<file path="src/rtl/net_tx_pkg.sv">
// Shared types and constants for the Hack network serial transmitter.
// The baud tick is kept generic so that the receive side can reuse it.
package net_tx_pkg;

  localparam int unsigned DATA_BITS  = 16;
  localparam int unsigned FRAME_BITS = 18;
  localparam int unsigned IDX_W      = 4;

  typedef logic [DATA_BITS-1:0] word_t;

  localparam word_t STATUS_FULL = 16'h0001;

  typedef enum logic [1:0] {
    IDLE  = 2'd0,
    START = 2'd1,
    DATA  = 2'd2,
    STOP  = 2'd3
  } tx_state_e;

  // CPU-visible status word derived from the holding-register flag
  function automatic word_t status_word(input logic full);
    return full ? STATUS_FULL : word_t'(0);
  endfunction

endpackage

</file>
<file path="src/rtl/net_tx_if.sv">
// CPU-side bus of the network transmitter: write data, load strobe,
// status readback and the serial line.
interface net_tx_if;
  import net_tx_pkg::*;

  word_t in;
  logic  load;
  word_t out;
  logic  tx;

  modport master (output in, output load, input out, input tx);
  modport slave  (input in, input load, output out, output tx);

endinterface

</file>
<file path="src/rtl/net_baud_tick.sv">
// Bit-period timer: emits a one-cycle tick every CLKS_PER_BIT cycles and
// restarts from zero while clear is held.
module net_baud_tick #(
  parameter int unsigned CLKS_PER_BIT = 289
) (
  input  logic clk,
  input  logic reset,
  input  logic clear,
  output logic tick_c
);

  localparam int unsigned CNT_W = (CLKS_PER_BIT > 1) ? $clog2(CLKS_PER_BIT) : 1;
  localparam logic [CNT_W-1:0] LAST = CNT_W'(CLKS_PER_BIT - 1);

  logic [CNT_W-1:0] cnt_q;
  logic [CNT_W-1:0] cnt_d;

  always_comb begin
    cnt_d = cnt_q + CNT_W'(1);
    if (clear || (cnt_q == LAST)) begin
      cnt_d = '0;
    end
  end

  always_ff @(posedge clk) begin
    if (reset) begin
      cnt_q <= '0;
    end else begin
      cnt_q <= cnt_d;
    end
  end

  assign tick_c = (cnt_q == LAST) && !clear;

endmodule

</file>
<file path="src/rtl/net_tx.sv">
// Hack network transmitter: one-word holding register feeding a shifter that
// sends start bit, 16 data bits LSB first and stop bit on a single line.
module net_tx
  import net_tx_pkg::*;
#(
  parameter int unsigned CLKS_PER_BIT = 289
) (
  input  logic     clk,
  input  logic     reset,
  net_tx_if.slave  bus
);

  tx_state_e          state_q;
  tx_state_e          state_d;
  word_t              hold_q;
  word_t              hold_d;
  logic               hold_full_q;
  logic               hold_full_d;
  word_t              shift_q;
  word_t              shift_d;
  logic [IDX_W-1:0]   bit_idx_q;
  logic [IDX_W-1:0]   bit_idx_d;
  logic               tx_q;
  logic               tx_d;
  word_t              out_q;
  word_t              out_d;

  logic               baud_clr_c;
  logic               baud_tick_c;
  logic               drain_c;

  // Counter is held at zero in IDLE so the start bit gets a full period
  net_baud_tick #(
    .CLKS_PER_BIT (CLKS_PER_BIT)
  ) u_baud (
    .clk    (clk),
    .reset  (reset),
    .clear  (baud_clr_c),
    .tick_c (baud_tick_c)
  );

  always_comb begin
    state_d     = state_q;
    hold_d      = hold_q;
    hold_full_d = hold_full_q;
    shift_d     = shift_q;
    bit_idx_d   = bit_idx_q;
    tx_d        = tx_q;
    out_d       = out_q;
    baud_clr_c  = 1'b0;
    drain_c     = 1'b0;

    case (state_q)
      IDLE: begin
        baud_clr_c = 1'b1;
        tx_d       = 1'b1;
        if (hold_full_q) begin
          drain_c = 1'b1;
          state_d = START;
          tx_d    = 1'b0;
        end
      end
      START: begin
        if (baud_tick_c) begin
          state_d   = DATA;
          tx_d      = shift_q[0];
          bit_idx_d = '0;
        end
      end
      DATA: begin
        if (baud_tick_c) begin
          shift_d   = {1'b0, shift_q[DATA_BITS-1:1]};
          bit_idx_d = bit_idx_q + IDX_W'(1);
          if (bit_idx_q == IDX_W'(DATA_BITS - 1)) begin
            state_d = STOP;
            tx_d    = 1'b1;
          end else begin
            tx_d    = shift_q[1];
          end
        end
      end
      STOP: begin
        if (baud_tick_c) begin
          if (hold_full_q) begin
            drain_c = 1'b1;
            state_d = START;
            tx_d    = 1'b0;
          end else begin
            state_d = IDLE;
            tx_d    = 1'b1;
          end
        end
      end
      default: begin
        state_d = IDLE;
        tx_d    = 1'b1;
      end
    endcase

    if (drain_c) begin
      shift_d = hold_q;
    end

    // A write lands if the register is empty or is being emptied this cycle
    if (drain_c) begin
      hold_full_d = bus.load;
    end else if (bus.load && !hold_full_q) begin
      hold_full_d = 1'b1;
    end
    if (bus.load && (drain_c || !hold_full_q)) begin
      hold_d = bus.in;
    end

    out_d = status_word(hold_full_d);
  end

  always_ff @(posedge clk) begin
    if (reset) begin
      state_q     <= IDLE;
      hold_q      <= '0;
      hold_full_q <= 1'b0;
      shift_q     <= '0;
      bit_idx_q   <= '0;
      tx_q        <= 1'b1;
      out_q       <= '0;
    end else begin
      state_q     <= state_d;
      hold_q      <= hold_d;
      hold_full_q <= hold_full_d;
      shift_q     <= shift_d;
      bit_idx_q   <= bit_idx_d;
      tx_q        <= tx_d;
      out_q       <= out_d;
    end
  end

  assign bus.tx  = tx_q;
  assign bus.out = out_q;

endmodule

</file>
<file path="src/flat_wrapper.sv">
// flat-port wrapper written by rule: the top's interface ports become plain ports
module net_tx_flat import net_tx_pkg::*;
#(
  parameter int unsigned CLKS_PER_BIT = 289
)
  (clk, reset, bus_in, bus_load, bus_out, bus_tx);
  net_tx_if bus_i ();
  input  logic clk;
  input  logic reset;
  input wire logic [$bits(bus_i.in)-1:0] bus_in;
  input wire logic [$bits(bus_i.load)-1:0] bus_load;
  output wire logic [$bits(bus_i.out)-1:0] bus_out;
  output wire logic [$bits(bus_i.tx)-1:0] bus_tx;
  assign bus_i.in = bus_in;
  assign bus_i.load = bus_load;
  assign bus_out = bus_i.out;
  assign bus_tx = bus_i.tx;
  net_tx #(.CLKS_PER_BIT(CLKS_PER_BIT)) u_core (.clk(clk), .reset(reset), .bus(bus_i));
endmodule
</file>
<file path="config.mk">
export PLATFORM = sky130hd
export DESIGN_NAME = net_tx_flat
export DESIGN_NICKNAME = d
export VERILOG_FILES = /design/src/rtl/net_tx_pkg.sv /design/src/rtl/net_tx_if.sv /design/src/rtl/net_baud_tick.sv /design/src/rtl/net_tx.sv /design/src/flat_wrapper.sv
export SDC_FILE = /design/constraint.sdc
export NUM_CORES = 1
export LEC_CHECK = 0
export BUFFER_PORTS_ARGS = -buffer_cell sky130_fd_sc_hd__clkbuf_2
export CAP_MARGIN = 30
export CORE_MARGIN = 10
export CORE_UTILIZATION = 47
export CTS_CLUSTER_DIAMETER = 50
export CTS_CLUSTER_SIZE = 24
export DETAILED_ROUTE_END_ITERATION = 7
export PLACE_DENSITY = 0.7
export SLEW_MARGIN = 30
export SYNTH_ARGS = -nofsm -noshare
export SYNTH_HDL_FRONTEND = slang
export SYNTH_HIERARCHICAL = 1
export SYNTH_SLANG_ARGS = --single-unit
</file>
<file path="constraint.sdc">
create_clock -name clk -period 2 [get_ports clk]
set_clock_uncertainty 0.05 [all_clocks]
set_input_delay 0 -clock clk [delete_from_list [all_inputs] [get_ports clk]]
set_output_delay 0 -clock clk [all_outputs]
set_load 0.05 [all_outputs]
</file>
==> results.ini, run 1 <==
[synthesis]
synth_top_area_share_pct = 40.6
syn_area_um2 = 2420
yosysTopAreaCell = dfxtp_1
ys_warn_count = 6
avgSynthCellArea_um2 = 8.52
seq_area_frac_synth_pct = 40.6
ys_types = 43
synth-edff-count = 0
synthTopCellsByCount = 49 x dfxtp_1, 27 x nor2_1, 21 x nand2_1, 21 x nand3_1, 20 x o21ai_0
synth_ff_type = dfxtp_1
async_flop_share_pct = 0
yosys-top-cells-area = dfxtp_1 41%, a311oi_1 5.8%, nand4b_1 5.8%, buf_4 5.6%, nand3_1 4.3%
netlist_instances = 284
synth_most_common_cell = dfxtp_1
synth_seq_cells = 49

[global_route]
grt_pass1_wl_mm = 8.82
gr-total-overflow = 0
grt_pass1_vias = 1996
grt_max_degree = 57
grt.total_usage_pct = 12.3
antenna_found_initial = 0

[cts]
clockBufferDepth = 2
worstSkewPairLatency_ns = 0.30
cts_max_level = 2
postCtsSetupRepairBufs = 0
root_buffer = clkbuf_8
cts_buffers = 5
cts_tree = done
clk_pin_slew_worst_paths_ns = 0.08
clock_sinks = 49

[min_path]
min_path_cells = 3
hold_end = u_core/hold_full_q
min_from = bus_load
hp-class = in2reg

[critical_path]
rr_worst_depth = 7
cp_slowest_cell = dfxtp_1
arrival_ns = 2.03
regToRegStartpoint = u_core/u_baud/cnt_q[6]
path_cells = nor4_2 > nand4_1 > nor2_4 > a21oi_4 > nand2b_2 > buf_12 > a311oi_1
crit_path_end_kind = flop
start_kind = flop
reg2reg_slack_ns = 0.12
crit_type = reg2reg
slowest_delay_ns = 0.33
cp.required_ns = 2.15
worstPathMaxFanout = 31
cp_num_buf_inv = 1
reg2reg_to = u_core/shift_q[6]
critPathLaunch = u_core/u_baud/cnt_q[6]
critPathTopFamily = simple AND/OR/NAND/NOR gates

[timing]
fin_setup_tns_ns = 0
drv_slew = 0
fin_crit_ns = 1.88
period_share_pct = 94.1
fmax_mhz = 531
fin_hold_ws_ns = 0.121
setup_viol = 0
hold_violations = 0

[route]
dr.pass1.iters = 4
drc = 0
totalWireLength_mm = 5.10
num_vias = 2038
drtIter0Drc = 138
vias_per_cell = 5.24
antenna_left = 0
wire_per_inst_um = 13.1

[run]
cap_violations = 0

[status]
run_status = complete, no violations

[power_and_ir_drop]
pwr_density_cell_nw_per_um2 = 962
p_leak_nw = 1.07
ir_worst_vdd_v = 0.000575

[floorplanning]
core_um2 = 5040
rows = 26
die-height_um = 91.7
die_w_um = 91.7
num_io_pins = 36
die_area_um2 = 8420
floorplan.initialDensity_pct = 48.0

[layout]
area_growth_pct = 17.5
drive_gt1_share_pct = 15.4
diodes = 0
final_nets = 345
fill_cells = 460

[placement]
dp_hpwl_mm = 3.23
io_buffer_count = 20
gp_congestion = 0.829

## logic make-up after synthesis
| family | synth area share [%] |
|---|---|
| adders and majority gates | 4.14 |
| buffers and inverters | 9.62 |
| other | 0.155 |
| xor gates and xnor gates | 1.09 |
| AOI/OAI and AO/OA | 16.5 |
| DFF | 40.6 |
| muxes | 0.414 |
| and+or+nand+nor | 27.5 |
## layout by cell type (no fill, tap or decap), drive strengths merged, types with 2 or more instances in the layout
master	Yosys	routed
dfxtp	49	49
nor2	27	27
clkbuf	10	27
o21ai	25	25
nand3	21	21
nand2	21	21
dlygate4sd3	0	17
nand2b	17	17
nand4b	16	16
a311oi	16	16
conb	1	15
a21oi	11	11
buf	24	10
inv	8	8
ha	8	8
or3	4	4
nand4	3	3
nor2b	2	2
xor2	2	2
## final cells by class
class | count | area, um2 | share of cell area, %
Multi-Input combinational cell | 207 | 1280 | 45.1
Timing Repair Buffer | 47 | 362 | 12.7
Clock buffer | 7 | 96.3 | 3.39
Sequential cell | 49 | 981 | 34.5
Tap cell | 70 | 87.6 | 3.08
Clock inverter | 1 | 5.00 | 0.176
Inverter | 8 | 30.0 | 1.06
## worst min-delay path: stages
cell and delay, ns:
clkbuf_2 0.25, inv_1 0.11, a21oi_1 0.06
## power by group
group / switching (mW) / total (mW) / leakage [nW] / internal, mW
Combinational: 0.537 / 0.877 / 0.610 / 0.340
Sequential: 0.0919 / 1.23 / 0.401 / 1.14
Clock: 0.316 / 0.629 / 0.0542 / 0.313
## how the worst max path moves through the flow
stage / slack [ns] / cells past startpoint / end
final: 0.12 / 7 / u_core/shift_q[6]
after global routing: -0.0001 / 8 / u_core/hold_q[7]
after CTS: -0.003 / 7 / u_core/bit_idx_q[2]
after detailed placement: 0.02 / 7 / u_core/bit_idx_q[2]
after global placement: 0.09 / 7 / u_core/bit_idx_q[2]
after floorplan: 0.09 / 8 / u_core/hold_q[4]
## metrics by stage
step	std cells	setup slack, ns	util [%]	power [mW]	instance area, um2
6_report	389	0.118	56.4	2.73	2840
4_1_cts	389	-0.00296	55.8	2.72	2820
3_5_place_dp	364	0.0239	50.4	2.07	2540
2_1_floorplan	298	0.0917	-	1.91	2470
5_1_grt	389	-0.0000973	56.4	2.92	2840
3_3_place_gp	364	0.0894	50.4	2.06	2540
## registers in the layout (all words and copies together) (netlist names)
register,count
u_core/state_q,2
u_core/bus.tx,1
u_core/bit_idx_q,4
u_core/hold_q,16
u_core/shift_q,16
u_core/u_baud/cnt_q,9
u_core/hold_full_q,1
## timing repair
action,in CTS,in global routing
setup endpoints to repair,1,38
hold endpoints to repair,18,0
hold buffers,17,0
gates resized for setup,0,7
## layer usage
metal  vias up  GRT usage, %  share of wire [%]
met5         -             0                  0
li1       1048             -                  -
met3         5          3.75                5.5
met1       943          13.9                 45
met2        42          20.8                 48
met4         0          5.78                1.8
(Power assumes the default switching activity.)
==> run 2: changes to the inputs <==
--- a/config.mk
+++ b/config.mk
@@ -13,6 +13,7 @@
 export CTS_CLUSTER_SIZE = 24
 export DETAILED_ROUTE_END_ITERATION = 7
 export PLACE_DENSITY = 0.7
+export SETUP_SLACK_MARGIN = 0.15
 export SLEW_MARGIN = 30
 export SYNTH_ARGS = -nofsm -noshare
 export SYNTH_HDL_FRONTEND = slang
==> run 2 against run 1 <==
Compared with the run above: hold slack gained 0.011 ns; clock-buffer cell count down 2; largest power group unchanged; critical path type unchanged; sequential cell count is the same; wire length up 20%; register-to-register slack got worse by 0.03 ns; sequential share of layout area fell by 2.5 points.
==> results.ini, run 2 (synthesis gave the netlist of run 1 again) <==
[route]
totalWireLength_mm = 6.10
dr.pass1.iters = 4
num_vias = 2190
drc = 0
drtIter0Drc = 214
wire_per_inst_um = 15.2
antenna_left = 0
vias_per_cell = 5.48

[timing]
setup_viol = 0
period_share_pct = 95.5
drv_slew = 0
hold_violations = 0
fin_setup_tns_ns = 0
fin_crit_ns = 1.91
fmax_mhz = 524
rsz0062_at_grt = true

[critical_path]
worstPathMaxFanout = 9
crit_path_end_kind = flop
cp.required_ns = 2.18
reg2reg_slack_ns = 0.09
arrival_ns = 2.09
crit_type = reg2reg
crit_end = u_core/shift_q[10]
regToRegStartpoint = u_core/u_baud/cnt_q[3]
rr_worst_depth = 8
reg2reg_to = u_core/shift_q[10]
critPathLaunch = u_core/u_baud/cnt_q[3]
start_kind = flop

[power_and_ir_drop]
pwr-share-comb_pct = 36.6
power_frac_clock_pct = 21.4
power.internal_mw = 1.86
p_seq_share_pct = 42.0
swShare_pct = 37.0
ir_worst_vdd_v = 0.000480
p_total_mw = 2.95
p_switching_mw = 1.09
pwr_density_cell_nw_per_um2 = 956
p_leak_nw = 1.17

[cts]
clockBufferDepth = 2
cts_buffers = 5
root_buffer = clkbuf_8
clock_sinks = 49
cts_tree = done
clk_pin_slew_worst_paths_ns = 0.11
cts_max_level = 2
worstSkewPairLatency_ns = 0.31

[layout]
final_common_cell = dfxtp_1
reg_top3 = u_core/hold_q x16, u_core/shift_q x16, u_core/u_baud/cnt_q x9
fill_cells = 419
final_nets = 355
final_util_pct = 61.2
register_area_um2 = 988
area_growth_pct = 27.6
multiInputGateArea_um2 = 1380
final_cell_mix = 43 x dfxtp_1, 21 x nand3_1, 20 x clkbuf_2, 20 x nand2_1, 20 x nor2_1
drive_gt1_share_pct = 24.3

[status]
run_status = complete, no violations

[run]
cap_violations = 0

[min_path]
hp-class = in2reg

[floorplanning]
die-height_um = 91.7
rows = 26
floorplan.initialDensity_pct = 48.0
core_um2 = 5040
die_area_um2 = 8420
die_w_um = 91.7
num_io_pins = 36

[global_route]
grt.total_usage_pct = 12.6
grt_pass1_wl_mm = 9.09
grt_max_degree = 54
grt_pass1_vias = 2000
gr-total-overflow = 0
antenna_found_initial = 1

[placement]
dp_hpwl_mm = 3.28
io_buffer_count = 20
gp_congestion = 0.836

[run 2: cell count changes in the layout (fill, tap and decap cells not counted), moves of 5 or more]
cell | previous run | this run
dfxtp_1 | 49 | 43
dfxtp_2 | 0 | 6
nor2_1 | 26 | 20
nor2_2 | 0 | 6
o21ai_0 | 19 | 14
[run 2: worst min-delay path by stage]
stage / startpoint / endpoint / slack, ns / cells after the start
3_5_place_dp: bus_in[11] / u_core/hold_q[11] / 0.21 / 3
4_1_cts: bus_load / u_core/hold_full_q / 0.10 / 3
6_report: bus_load / u_core/hold_full_q / 0.13 / 3
2_1_floorplan: bus_in[10] / u_core/hold_q[10] / 0.12 / 2
3_3_place_gp: bus_in[14] / u_core/hold_q[14] / 0.20 / 3
5_1_grt: bus_load / u_core/hold_full_q / 0.20 / 3
[run 2: cell type report]
cell class	count	area share, %
tap	70	2.84
clock inverter	3	0.932
clock buffer	5	2.23
antenna	1	0.0811
sequential	49	32.0
multi-input combinational	208	44.7
timing repair buffer	56	16.2
inverter	8	0.973
[run 2: worst max-delay path, cell delays in order (launching register included)]
cell	delay (ns)
dfxtp_2	0.34
nor4_4	0.27
nand4_1	0.18
nor2_4	0.26
buf_6	0.14
buf_12	0.12
buf_4	0.11
nand3_1	0.09
a311oi_2	0.26
[run 2: stage by stage]
| step | cell area, um2 | setup WS [ns] | instances | hold slack, ns |
|---|---|---|---|---|
| after floorplan | 2470 | 0.150 | 298 | 0.116 |
| after CTS | 2840 | 0.144 | 389 | 0.101 |
| final | 3090 | 0.0908 | 400 | 0.132 |
| after global placement | 2560 | 0.0923 | 364 | 0.201 |
| after global routing | 3090 | -0.0232 | 400 | 0.203 |
| after detailed placement | 2560 | 0.0743 | 364 | 0.212 |
[run 2: repair_timing]
item,in CTS,in global routing
gates cloned,0,5
hold buffers,17,0
pin swaps,0,8
resized for setup,4,42
buffers inserted,0,5
endpoints found under the hold margin,20,0
setup endpoints to repair,37,39
[run 2: power groups by stage]
stage               logic, mW  clock network, mW  registers (mW)
floorplan               0.655                  0            1.26
global placement        0.805                  0            1.25
detailed placement      0.827                  0            1.25
CTS                     0.864              0.644            1.23
global route             1.17              0.685            1.26
finish                   1.08              0.632            1.24
[run 2: metal layers]
metal  up-vias  part of all wire, %  global-route usage, %
met5         -                    0                      0
met4         0                  1.8                   3.73
met3         8                  4.3                   4.40
met2        47                   50                   21.3
met1      1055                   43                   14.7
li1       1080                    -                      -
==> run 3: changes to the inputs <==
--- a/config.mk
+++ b/config.mk
@@ -7,11 +7,12 @@
 export LEC_CHECK = 0
 export BUFFER_PORTS_ARGS = -buffer_cell sky130_fd_sc_hd__clkbuf_2
 export CAP_MARGIN = 30
-export CORE_MARGIN = 10
+export CORE_MARGIN = 4
 export CORE_UTILIZATION = 47
 export CTS_CLUSTER_DIAMETER = 50
 export CTS_CLUSTER_SIZE = 24
 export DETAILED_ROUTE_END_ITERATION = 7
+export GPL_TIMING_DRIVEN = 0
 export PLACE_DENSITY = 0.7
 export SETUP_SLACK_MARGIN = 0.15
 export SLEW_MARGIN = 30
==> run 3 against run 2 <==
Compared with the run above: first-iteration DRC count fell by 52%; combinational power grew 10%; clock power fell by 3.8%; core utilization is 6.3 points higher; fmax down 1.2%.
==> results.ini, run 3 (synthesis gave the netlist of run 1 again) <==
[layout]
area_growth_pct = 35.3
final_util_pct = 67.5
multiInputGateArea_um2 = 1450
final_nets = 379
final_common_cell = dfxtp_1
drive_gt1_share_pct = 32.0
reg_top3 = u_core/hold_q x16, u_core/shift_q x16, u_core/u_baud/cnt_q x9
diodes = 0
register_area_um2 = 996
final_cell_mix = 43 x dfxtp_1, 23 x buf_4, 21 x nand3_1
fill_cells = 391

[cts]
clockBufferDepth = 2
cts_buffers = 5
cts_max_level = 2
clk_pin_slew_worst_paths_ns = 0.09
worstSkewPairLatency_ns = 0.30
root_buffer = clkbuf_8
clock_sinks = 49
cts_tree = done

[timing]
fin_crit_ns = 1.93
drv_slew = 0
setup_viol = 0
period_share_pct = 96.7
fin_hold_ws_ns = 0.0678
tightest_slew_ns = 0.591
fin_setup_tns_ns = 0
fmax_mhz = 517
maxSlewHeadroom_pct = 60.6
hold_violations = 0
worst_slack_ns = 0.0669
rsz0062_at_grt = true

[floorplanning]
rows = 25
core_um2 = 4850
die_w_um = 79.7
floorplan.initialDensity_pct = 49.9
num_io_pins = 36
die_area_um2 = 6360
die-height_um = 79.7

[critical_path]
crit_type = reg2reg
path_cells = nor4_4 > nand4_1 > nor2_4 > buf_4 > o22ai_4 > or4_1 > o31ai_1
crit_path_end_kind = flop
arrival_ns = 2.09
start_kind = flop
worstPathMaxFanout = 5
slowest_delay_ns = 0.41
reg2reg_slack_ns = 0.07
cp.required_ns = 2.15
cp_slowest_cell = or4_1

[power_and_ir_drop]
swShare_pct = 36.5
p_switching_mw = 1.11
p_leak_nw = 1.28
ir_worst_vdd_v = 0.000717
p_seq_share_pct = 40.9
power.internal_mw = 1.94
p_total_mw = 3.05
pwr_density_cell_nw_per_um2 = 932
power_frac_clock_pct = 20.0
pwr-share-comb_pct = 39.1

[global_route]
grt_pass1_wl_mm = 9.76
grt.total_usage_pct = 19.3
grt_pass1_vias = 2117
grt_max_degree = 16
gr-total-overflow = 0
antenna_found_initial = 0

[route]
drtIter0Drc = 103
antenna_left = 0
totalWireLength_mm = 5.94
num_vias = 2227
wire_per_inst_um = 14.1
drc = 0
dr.pass1.iters = 4
vias_per_cell = 5.30

[placement]
io_buffer_count = 19
dp_hpwl_mm = 3.69
pre_cts_ws_ns = -0.247
gp_congestion = 0.761

[status]
run_status = complete, no violations

[min_path]
hp-class = in2reg

[run]
cap_violations = 0

[run 3: cell count changes in the layout (fill, tap and decap cells not counted), sizes merged]
cell | before | now
buf | 17 | 35
inv | 10 | 8
clkinv | 1 | 2
and2 | 2 | 1
diode | 1 | 0
clkbuf | 27 | 35
[run 3: power by group through the flow]
| stage | logic [mW] | clock network, mW | registers [mW] |
|---|---|---|---|
| finish | 1.19 | 0.608 | 1.25 |
| CTS | 1.06 | 0.628 | 1.24 |
| global route | 1.29 | 0.670 | 1.27 |
| detailed placement | 0.843 | 0 | 1.26 |
| floorplan | 0.655 | 0 | 1.26 |
| global placement | 0.827 | 0 | 1.25 |
[run 3: final timing paths]
| kind | start | endpoint | cells past startpoint |
|---|---|---|---|
| setup / recovery | u_core/u_baud/cnt_q[7] | u_core/state_q[0] | 7 |
| hold / removal | bus_load | u_core/hold_q[0] | 3 |
| setup reg to reg | u_core/u_baud/cnt_q[7] | u_core/state_q[0] | 7 |
| hold reg to reg | u_core/u_baud/cnt_q[0] | u_core/u_baud/cnt_q[0] | 1 |
[run 3: metrics by stage]
step	area, um2	cells
6_report	3270	420
5_1_grt	3270	420
4_1_cts	3160	418
3_5_place_dp	2650	384
3_3_place_gp	2650	384
2_1_floorplan	2470	298
[run 3: per-layer routing]
layer | part of all wire [%] | track usage, %
met1 | 45 | 25.9
met4 | 0.49 | 3.55
met5 | 0 | 0
met2 | 51 | 32.3
met3 | 4.0 | 3.95
[run 3: final cells by class]
| type | instances | share of cell area, % |
|---|---|---|
| Timing Repair Buffer | 47 | 11.3 |
| Inverter | 8 | 0.918 |
| Clock buffer | 6 | 2.52 |
| Sequential cell | 49 | 30.4 |
| Buffer | 34 | 7.53 |
| Clock inverter | 2 | 0.421 |
| Tap cell | 67 | 2.56 |
| Multi-Input combinational cell | 207 | 44.3 |
[run 3: worst max-delay path: cells and delay by family (launching register included)]
family	cells	cell delay [ns]
buf+inv	1	0.16
flops	1	0.37
compound gates	2	0.17
simple gates	4	1.09
[run 3: repair_timing]
item | CTS | global route
cloned | 3 | 0
setup buffers | 6 | 2
pin swaps | 21 | 7
hold endpoints to repair | 17 | 0
setup endpoints to repair | 40 | 40
hold buffers | 17 | 0
resized for setup | 60 | 25
